--- config.mk ---
export PLATFORM = sky130hd
export DESIGN_NAME = nvm_inference_sequencer
export DESIGN_NICKNAME = d
export VERILOG_FILES = /design/src/rtl/nvm_inference_sequencer.sv
export SDC_FILE = /design/constraint.sdc
export NUM_CORES = 1
export LEC_CHECK = 0
export CORE_MARGIN = 8
export CORE_UTILIZATION = 30
export DETAILED_ROUTE_END_ITERATION = 8
export HOLD_SLACK_MARGIN = 0.1
export PLACE_DENSITY_LB_ADDON = 0.05
export SLEW_MARGIN = 25
export SYNTH_ARGS = -nofsm -noshare
export SYNTH_HDL_FRONTEND = slang
export SYNTH_SLANG_ARGS = --single-unit
--- constraint.sdc ---
create_clock -name wb_clk_i -period 3.2 [get_ports wb_clk_i]
set_clock_uncertainty 0.15 [all_clocks]
set_input_delay 0.64 -clock wb_clk_i [delete_from_list [all_inputs] [get_ports wb_clk_i]]
set_output_delay 0.64 -clock wb_clk_i [all_outputs]
set_load 0.05 [all_outputs]
--- src/rtl/nvm_inference_sequencer.sv ---
// Purpose : Wishbone master that runs one inference pass over the 256-axon x 64-neuron
//           NVM core: per 16-neuron group, one synapse read per active axon, then the
//           group's picture-done write; finally reads back the 64-bit spike-out register.
// Latency : one SCAN cycle per axon per group plus one issue cycle and the slave wait per
//           bus transaction; done pulses one cycle after the final ack or the abort.
// Backpr. : each bus cycle holds until m_ack_i is sampled with stb high; after TIMEOUT
//           unacknowledged cycles the pass aborts and err is set.
//
// Ports:
//   wb_clk_i, wb_rst_i            clock, synchronous active-high reset
//   mask_we/mask_addr/mask_data   32-bit word writes into the 256-bit axon mask (ignored while busy)
//   stim_mag, start               stimulus magnitude sampled on the start pulse
//   busy, done, err, spikes       pass status and 64-bit spike result
//   m_*                           Wishbone classic single-beat master port
module nvm_inference_sequencer #(
  parameter logic [31:0] CORE_BASE = 32'h3000_0000,
  parameter logic [31:0] PD_BASE   = 32'h3000_2000,
  parameter logic [31:0] SO_BASE   = 32'h3000_1000,
  parameter logic [1:0]  READ_MODE = 2'b01,
  parameter int unsigned TIMEOUT   = 255
) (
  input  logic        wb_clk_i,
  input  logic        wb_rst_i,
  input  logic        mask_we,
  input  logic [2:0]  mask_addr,
  input  logic [31:0] mask_data,
  input  logic [15:0] stim_mag,
  input  logic        start,
  output logic        busy,
  output logic        done,
  output logic        err,
  output logic [63:0] spikes,
  output logic        m_cyc_o,
  output logic        m_stb_o,
  output logic        m_we_o,
  output logic [3:0]  m_sel_o,
  output logic [31:0] m_adr_o,
  output logic [31:0] m_dat_o,
  input  logic [31:0] m_dat_i,
  input  logic        m_ack_i
);

  // Counter only needs to reach TIMEOUT-1: the abort fires on the TIMEOUT-th waiting cycle.
  localparam int unsigned TW = (TIMEOUT < 2) ? 1 : $clog2(TIMEOUT);
  localparam logic [TW-1:0] TMO_LAST = TW'(TIMEOUT - 1);

  typedef enum logic [2:0] {
    S_IDLE, S_SCAN, S_RD, S_PD, S_SO0, S_SO1, S_FIN
  } state_t;

  state_t        r_state;
  logic [255:0]  r_mask;
  logic [1:0]    r_g;
  logic [7:0]    r_a;
  logic [15:0]   r_stim;
  logic [TW-1:0] r_tmo;
  logic          r_busy, r_done, r_err;
  logic          r_cyc, r_stb, r_we;
  logic [31:0]   r_adr, r_dat;
  logic [63:0]   r_spikes;

  logic          w_bus_st, w_we, w_ack, w_tmo;
  logic [31:0]   w_adr, w_dat;

  // Ack only counts while a strobe is outstanding; stray acks are ignored.
  assign w_ack = r_stb & m_ack_i;
  assign w_tmo = r_stb & ~m_ack_i & (r_tmo == TMO_LAST);

  // Transaction attributes for the bus states; latched into the output registers on issue.
  // {r_g, r_a} is exactly {row, col} with row = {g, a[7:5]} and col = a[4:0].
  always_comb begin
    w_bus_st = 1'b0;
    w_we     = 1'b0;
    w_adr    = '0;
    w_dat    = '0;
    case (r_state)
      S_RD: begin
        w_bus_st = 1'b1;
        w_adr    = CORE_BASE;
        w_dat    = {READ_MODE, r_g, r_a, 4'b0000, r_stim};
      end
      S_PD: begin
        w_bus_st = 1'b1;
        w_we     = 1'b1;
        w_adr    = PD_BASE + {29'd0, r_g, 1'b0};
      end
      S_SO0: begin
        w_bus_st = 1'b1;
        w_adr    = SO_BASE;
      end
      S_SO1: begin
        w_bus_st = 1'b1;
        w_adr    = SO_BASE + 32'd4;
      end
      default: ;
    endcase
  end

  always_ff @(posedge wb_clk_i) begin
    if (wb_rst_i) begin
      r_state  <= S_IDLE;
      r_mask   <= '0;
      r_g      <= '0;
      r_a      <= '0;
      r_stim   <= '0;
      r_tmo    <= '0;
      r_busy   <= 1'b0;
      r_done   <= 1'b0;
      r_err    <= 1'b0;
      r_cyc    <= 1'b0;
      r_stb    <= 1'b0;
      r_we     <= 1'b0;
      r_adr    <= '0;
      r_dat    <= '0;
      r_spikes <= '0;
    end else begin
      r_done <= 1'b0;

      if (mask_we && !r_busy)
        r_mask[{mask_addr, 5'd0} +: 32] <= mask_data;

      // Bus cycle bookkeeping: issue one cycle after entering a bus state, end on ack or abort.
      if (r_stb) begin
        if (m_ack_i) begin
          r_cyc <= 1'b0;
          r_stb <= 1'b0;
        end else if (w_tmo) begin
          r_cyc   <= 1'b0;
          r_stb   <= 1'b0;
          r_err   <= 1'b1;
          r_state <= S_FIN;
        end else begin
          r_tmo <= r_tmo + 1'b1;
        end
      end else if (w_bus_st) begin
        r_cyc <= 1'b1;
        r_stb <= 1'b1;
        r_we  <= w_we;
        r_adr <= w_adr;
        r_dat <= w_dat;
        r_tmo <= '0;
      end

      case (r_state)
        S_IDLE: if (start) begin
          r_stim  <= stim_mag;
          r_err   <= 1'b0;
          r_g     <= '0;
          r_a     <= '0;
          r_busy  <= 1'b1;
          r_state <= S_SCAN;
        end
        S_SCAN: begin
          if (r_mask[r_a])        r_state <= S_RD;
          else if (r_a == 8'd255) r_state <= S_PD;
          else                    r_a <= r_a + 8'd1;
        end
        S_RD: if (w_ack) begin
          if (r_a == 8'd255) r_state <= S_PD;
          else begin
            r_a     <= r_a + 8'd1;
            r_state <= S_SCAN;
          end
        end
        S_PD: if (w_ack) begin
          if (r_g == 2'd3) r_state <= S_SO0;
          else begin
            r_g     <= r_g + 2'd1;
            r_a     <= '0;
            r_state <= S_SCAN;
          end
        end
        S_SO0: if (w_ack) begin
          r_spikes[31:0] <= m_dat_i;
          r_state        <= S_SO1;
        end
        S_SO1: if (w_ack) begin
          r_spikes[63:32] <= m_dat_i;
          r_state         <= S_FIN;
        end
        S_FIN: begin
          r_done  <= 1'b1;
          r_busy  <= 1'b0;
          r_state <= S_IDLE;
        end
        default: r_state <= S_IDLE;
      endcase
    end
  end

  assign busy    = r_busy;
  assign done    = r_done;
  assign err     = r_err;
  assign spikes  = r_spikes;
  assign m_cyc_o = r_cyc;
  assign m_stb_o = r_stb;
  assign m_we_o  = r_we;
  assign m_sel_o = 4'hF;
  assign m_adr_o = r_adr;
  assign m_dat_o = r_dat;

endmodule

==> results.toml, run 1 <==
[critical_path]
worstPathArrival_ns = 3.53
r2r_setup_slack_ns = 0.03
r2r-end = "r_a[0]"
path_max_fanout = 6
r2r-start = "r_a[0]"
rr_worst_depth = 10
criticalPathCategory = "reg2reg"
required_ns = 3.56
critPathLaunchType = "flop"
endpoint_kind = "flop"

[finish]
nNetsFinal = 2280
final_common_cell = "nand2_1"
mostFrequentLayoutCells = "601 x nand2_1, 391 x dfxtp_1, 354 x a21oi_1"
drive_gt1_frac = 0.136
syn2layout_area_growth_pct = 29.3
fin_util = 0.393
fin_cells = 2969

[detailed_routing]
vias = 14900
ant_nets = 0
wl_mm = 63.5
wl_per_cell_um = 21.4
dr.pass1.iters = 5
drc = 0
dr.first_iter.drc_count = 1087
via_per_inst = 5.03

[synthesis]
ys_seq_area_frac = 0.470
synth_area_um2 = 16800
ys_warn_count = 0
synth_edf_count = 0
synth_top_area_frac = 0.470
synth_cells = 2023
ys.flop_type = "dfxtp_1"
ys_types = 59
ys_async_sr_fraction = 0
synthTopCellsByArea = "dfxtp_1 47%, nand2_1 13%, a21oi_1 11%"
yosysTopAreaCell = "dfxtp_1"
ys_ff_latch = 394
avgSynthCellArea_um2 = 8.30

[power_and_ir_drop]
vdd_drop_max_uv = 338
finalPower_mw = 11.1
p_leak_nw = 7.20
power.density_nw_per_um2 = 511

[floorplan]
fp.coreArea_um2 = 55200
io_pins = 226
die_w_um = 253
initial_core_util = 0.304
row_count = 86
die_h_um = 253
dieArea_um2 = 63800

[global_route]
antenna_found_initial = 1
grt_pass1_vias = 14300
grt.overflow.total = 0
grt_util_all_layers = 0.194
grt_pass1_wl_mm = 95.5
grt_max_degree = 104

[sta]
period_share = 0.989
finalCriticalPeriod_ns = 3.17
fmax_ghz = 0.316
hold_viol_final = 0
whs_ns = 0.233
slew_viol_final = 0
tightest_slew_ns = 0.971
maxSlewHeadroom = 0.353
setup_viol = 0
rsz0062_at_grt = "true"
worst_slack_ns = 0.0336

[clock_tree]
cts_made_buffers = 47
ctsLongestPathBuffers = 3
h-tree-depth = 2
cts_sinks = 394
cts-root-buf = "clkbuf_16"
clk_pin_slew_worst_paths_ns = 0.06
hold_buffers = 0
cts_tree = "done"
clkLatencyLatePin_ns = 0.60

[place]
port_buffers = 190
dpl.hpwl_mm = 42.5
gp_congestion = 0.841
dp_cells = 2876
pre_cts_ws_ns = -0.248

[status]
outcome = "finished clean"

[run]
drv_cap = 0

[worst_hold_path]
hold_depth = 2
hold_class = "in2reg"
holdPathEnd = "m_adr_o[1]"
hold_start = "wb_rst_i"
critical path, cell delays in order (launching register included):
cell and delay (ns):
dfxtp_4 0.38, buf_12 0.15, buf_12 0.13, mux4_2 0.50, a22oi_2 0.22, a311oi_4 0.16
nor4_4 0.36, o32ai_4 0.18, o311a_1 0.34, or4_4 0.42, a21oi_2 0.11
sequential cells by signal, summed over array words and instances (netlist names), 3 cells and up:
signal,count
r_mask,256
spikes,64
m_dat_o,27
r_stim,16
r_a,8
r_tmo,8
m_adr_o,5
r_state,3
through the flow:
| step | cell area [um2] | TNS (ns) |
|---|---|---|
| 2_1_floorplan | 16900 | 0 |
| 3_5_place_dp | 19900 | -1.65 |
| 4_1_cts | 21600 | 0 |
| 5_1_grt | 21700 | -0.617 |
| 6_report | 21700 | 0 |
| 3_3_place_gp | 19900 | -1.87 |
cells in the mapped netlist, drive strengths merged, types with 6 or more instances:
cell type and instances:
nor2 66, inv 10, nor4 6, clkbuf 168, mux2 13, a21oi 356, nand3b 17, mux4 60
nand2b 6, o21ai 15, nand2 601, nor3 17, nand4 6, a22oi 16, ha 6, nor2b 8
buf 54, nand3 100, a22o 26, dfxtp 394
where the power goes:
group / switching [mW] / total, mW / internal, mW / leakage (nW)
Combinational: 0.554 / 0.835 / 0.281 / 3.29
Sequential: 0.0374 / 5.00 / 4.96 / 3.18
Clock: 2.16 / 5.26 / 3.10 / 0.731
Total: 2.76 / 11.1 / 8.34 / 7.20
layout make-up:
cell class / count / area (um2)
timing repair buffer: 303 / 3120
clock buffer: 76 / 1420
multi-input combinational: 1429 / 8210
antenna: 1 / 2.50
inverter: 11 / 41.3
sequential: 394 / 7900
clock inverter: 7 / 75.1
fill: 5632 / 33500
tap: 748 / 936
metal layers:
metal,vias to the layer above,GRT usage,part of all wire,routed length (um)
met2,429,0.309,0.47,29700
met3,80,0.0314,0.053,3370
met5,-,0,0,0
li1,7176,-,-,-
met1,7246,0.271,0.46,29200
met4,0,0.0539,0.020,1280
how the worst max path moves through the flow:
stage                start          to
global placement    r_a[1]  r_state[1]
CTS                 r_a[0]      r_a[0]
finish              r_a[0]      r_a[0]
detailed placement  r_a[1]  r_state[1]
global route        r_a[0]      r_a[0]
floorplan           r_a[1]      r_a[0]
cells by family after synthesis:
| kind of cell | after synthesis | synth area share |
|---|---|---|
| and+or+nand+nor | 849 | 0.211 |
| AOI/OAI and AO/OA | 461 | 0.156 |
| DFF | 394 | 0.470 |
| buffers and inverters | 233 | 0.0640 |
| muxes | 74 | 0.0921 |
| adders and majority gates | 6 | 0.00447 |
| xor gates and xnor gates | 4 | 0.00209 |
| other | 2 | 0.000448 |
repair_timing:
item	4_1_cts	5_1_grt
resized for setup	23	35
buffers inserted	9	2
pin swaps	10	16
endpoints found under the setup margin	11	11
No activity file was read; power rests on OpenSTA's default activity.
==> run 2: changes to the inputs <==
ABC_AREA = 1   (was unset)
==> results.toml, run 2 <==
[status]
outcome = "finished clean"

[synthesis]
ys_async_sr_fraction = 0
ys_warn_count = 0
synth.top_cells.by_count = "536 x nand2_1, 394 x dfxtp_1, 338 x nand3_1"
synthTopCellsByArea = "dfxtp_1 45%, nand2_1 12%, nand3_1 9.8%"
ys_ff_latch = 394
synth_top_area_frac = 0.455
synth_cells = 2475
yosysMostFrequentCell = "nand2_1"
ys_seq_area_frac = 0.455
avgSynthCellArea_um2 = 7.01
ys.flop_type = "dfxtp_1"
synth_area_um2 = 17300
synth_edf_count = 0
ys_types = 32
yosysTopAreaCell = "dfxtp_1"

[global_route]
grt_pass1_wl_mm = 101
met2_usage = 0.306
grt.overflow.total = 0
grtUsageMet1 = 0.271
grt_pass1_vias = 16000
grt_max_degree = 91
top_usage_layer = "met2"
antenna_found_initial = 4
grt_util_all_layers = 0.194
grtUsageMet3 = 0.0334

[clock_tree]
cts_sinks = 394
clkLatencyLatePin_ns = 0.60
clk_pin_slew_worst_paths_ns = 0.06
postCtsSetupBuffers = 0
cts-root-buf = "clkbuf_16"
cts_resized = 0
ctsLongestPathBuffers = 3
hold_buffers = 0
cts_made_buffers = 49
h-tree-depth = 2
cts_tree = "done"

[critical_path]
cpMostUsedCell = "nand3_1"
path_max_fanout = 56
critPathLaunchType = "flop"
endpoint_kind = "flop"
slowest_stage = "dfxtp_4"
cp_top_family = "simple AND/OR/NAND/NOR gates"
crit_chain = "inv_4 > buf_12 > nand2_1 > nand3_1 > nand3_1 > nand3_1 > nand3_1 > nand2_1 > nand2_1 > nand3_1 > nand3_1 > nand2_2 > nand2_2 > nand2_2 > nand2_1 > nand2_1 > nor2_1"
criticalPathCategory = "reg2reg"
cp_num_buf_inv = 2
max_stage_delay_ns = 0.37
r2r-start = "r_a[0]"
cp-startpoint = "r_a[0]"
worstPathArrival_ns = 3.09
required_ns = 3.54

[floorplan]
fp.coreArea_um2 = 57500
die_w_um = 256
initial_core_util = 0.302
die_h_um = 256
row_count = 88
io_pins = 226
dieArea_um2 = 65700

[detailed_routing]
via_per_inst = 4.90
wl_per_cell_um = 19.5
ant_nets = 0
vias = 16700
dr.pass1.iters = 5
wl_mm = 66.6
dr.first_iter.drc_count = 1022
drc = 0

[worst_hold_path]
hold_class = "in2reg"
hold_start = "wb_rst_i"

[power_and_ir_drop]
p_leak_nw = 8.11
finalPower_mw = 13.7
vdd_drop_max_uv = 386
power.density_nw_per_um2 = 628

[sta]
finalCriticalPeriod_ns = 2.75
hold_viol_final = 0
setup_viol = 0
maxSlewHeadroom = 0.307
slew_viol_final = 0
rsz0062_at_grt = "false"
period_share = 0.860
fmax_ghz = 0.363
tightest_slew_ns = 1.04

[finish]
final_common_cell = "nand2_1"
largest_register_ffs = 256
drive_gt1_frac = 0.0717
nNetsFinal = 2705
mostFrequentLayoutCells = "536 x nand2_1, 392 x dfxtp_1, 337 x nand3_1"
final_cell_area_um2 = 21800
syn2layout_area_growth_pct = 25.8
fillCellCount = 6035
largest_register = "r_mask"

[place]
dpl.hpwl_mm = 43.7
gp_congestion = 0.807
port_buffers = 190
placed_area_um2 = 20100

[run]
drv_cap = 0
[run 2: cell types whose count changed after synthesis, moves of 23 or more]
cell      before  now
a22o_1        26    0
clkbuf_2      28    0
o21ai_0       15  223
mux4_2        50    0
nand2_1      601  536
a21oi_1      356  320
inv_1         10  142
nand3_1       99  338
nor2_1        66  193
buf_4         37   60
[run 2: kinds of logic (layout without fill, tap and decap cells)]
kind of cell	after synthesis	after routing	synth area share
other cells	2	37	0.000433
simple gates	1135	1135	0.278
fa+ha+maj	6	6	0.00433
buf+inv	376	518	0.0970
flops	394	394	0.455
compound gates	562	562	0.165
[run 2: routing by layer]
metal,share of wire,up-vias
li1,-,8395
met1,0.48,7916
met2,0.45,348
met3,0.045,80
met4,0.021,4
met5,0.00041,-
[run 2: path summary, 6_finish.rpt]
check / slack [ns] / end / cells after the start
setup / recovery: 0.45 / r_a[6] / 17
hold / removal: 0.13 / r_tmo[1] / 2
setup reg to reg: 0.45 / r_a[6] / 17
hold reg to reg: 0.29 / r_mask[142] / 2
[run 2: final cells by class]
| cell class | count | area [um2] | area share |
|---|---|---|---|
| timing repair buffer | 273 | 2750 | 0.126 |
| sequential | 394 | 7890 | 0.362 |
| clock buffer | 75 | 1510 | 0.0690 |
| antenna | 2 | 5.00 | 0.000229 |
| tap | 765 | 957 | 0.0439 |
| multi-input combinational | 1738 | 7910 | 0.363 |
| inverter | 155 | 587 | 0.0269 |
| clock inverter | 15 | 208 | 0.00952 |
[run 2: per-stage QoR]
step / worst slack, ns / TNS (ns) / hold slack [ns] / util / instances
floorplan: 0.586 / 0 / 0.272 / - / 2508
global placement: -0.0113 / -0.134 / 0.282 / 0.350 / 3325
detailed placement: 0.00115 / 0 / 0.286 / 0.350 / 3325
CTS: 0.446 / 0 / 0.101 / 0.380 / 3415
global route: 0.207 / 0 / 0.124 / 0.380 / 3416
finish: 0.447 / 0 / 0.133 / 0.380 / 3417
[run 2: power by group]
part / switching, mW / internal, mW / total [mW] / leakage [nW]
Combinational: 1.90 / 0.770 / 2.67 / 4.07
Clock: 2.26 / 3.63 / 5.90 / 0.852
Sequential: 0.0867 / 5.06 / 5.15 / 3.19
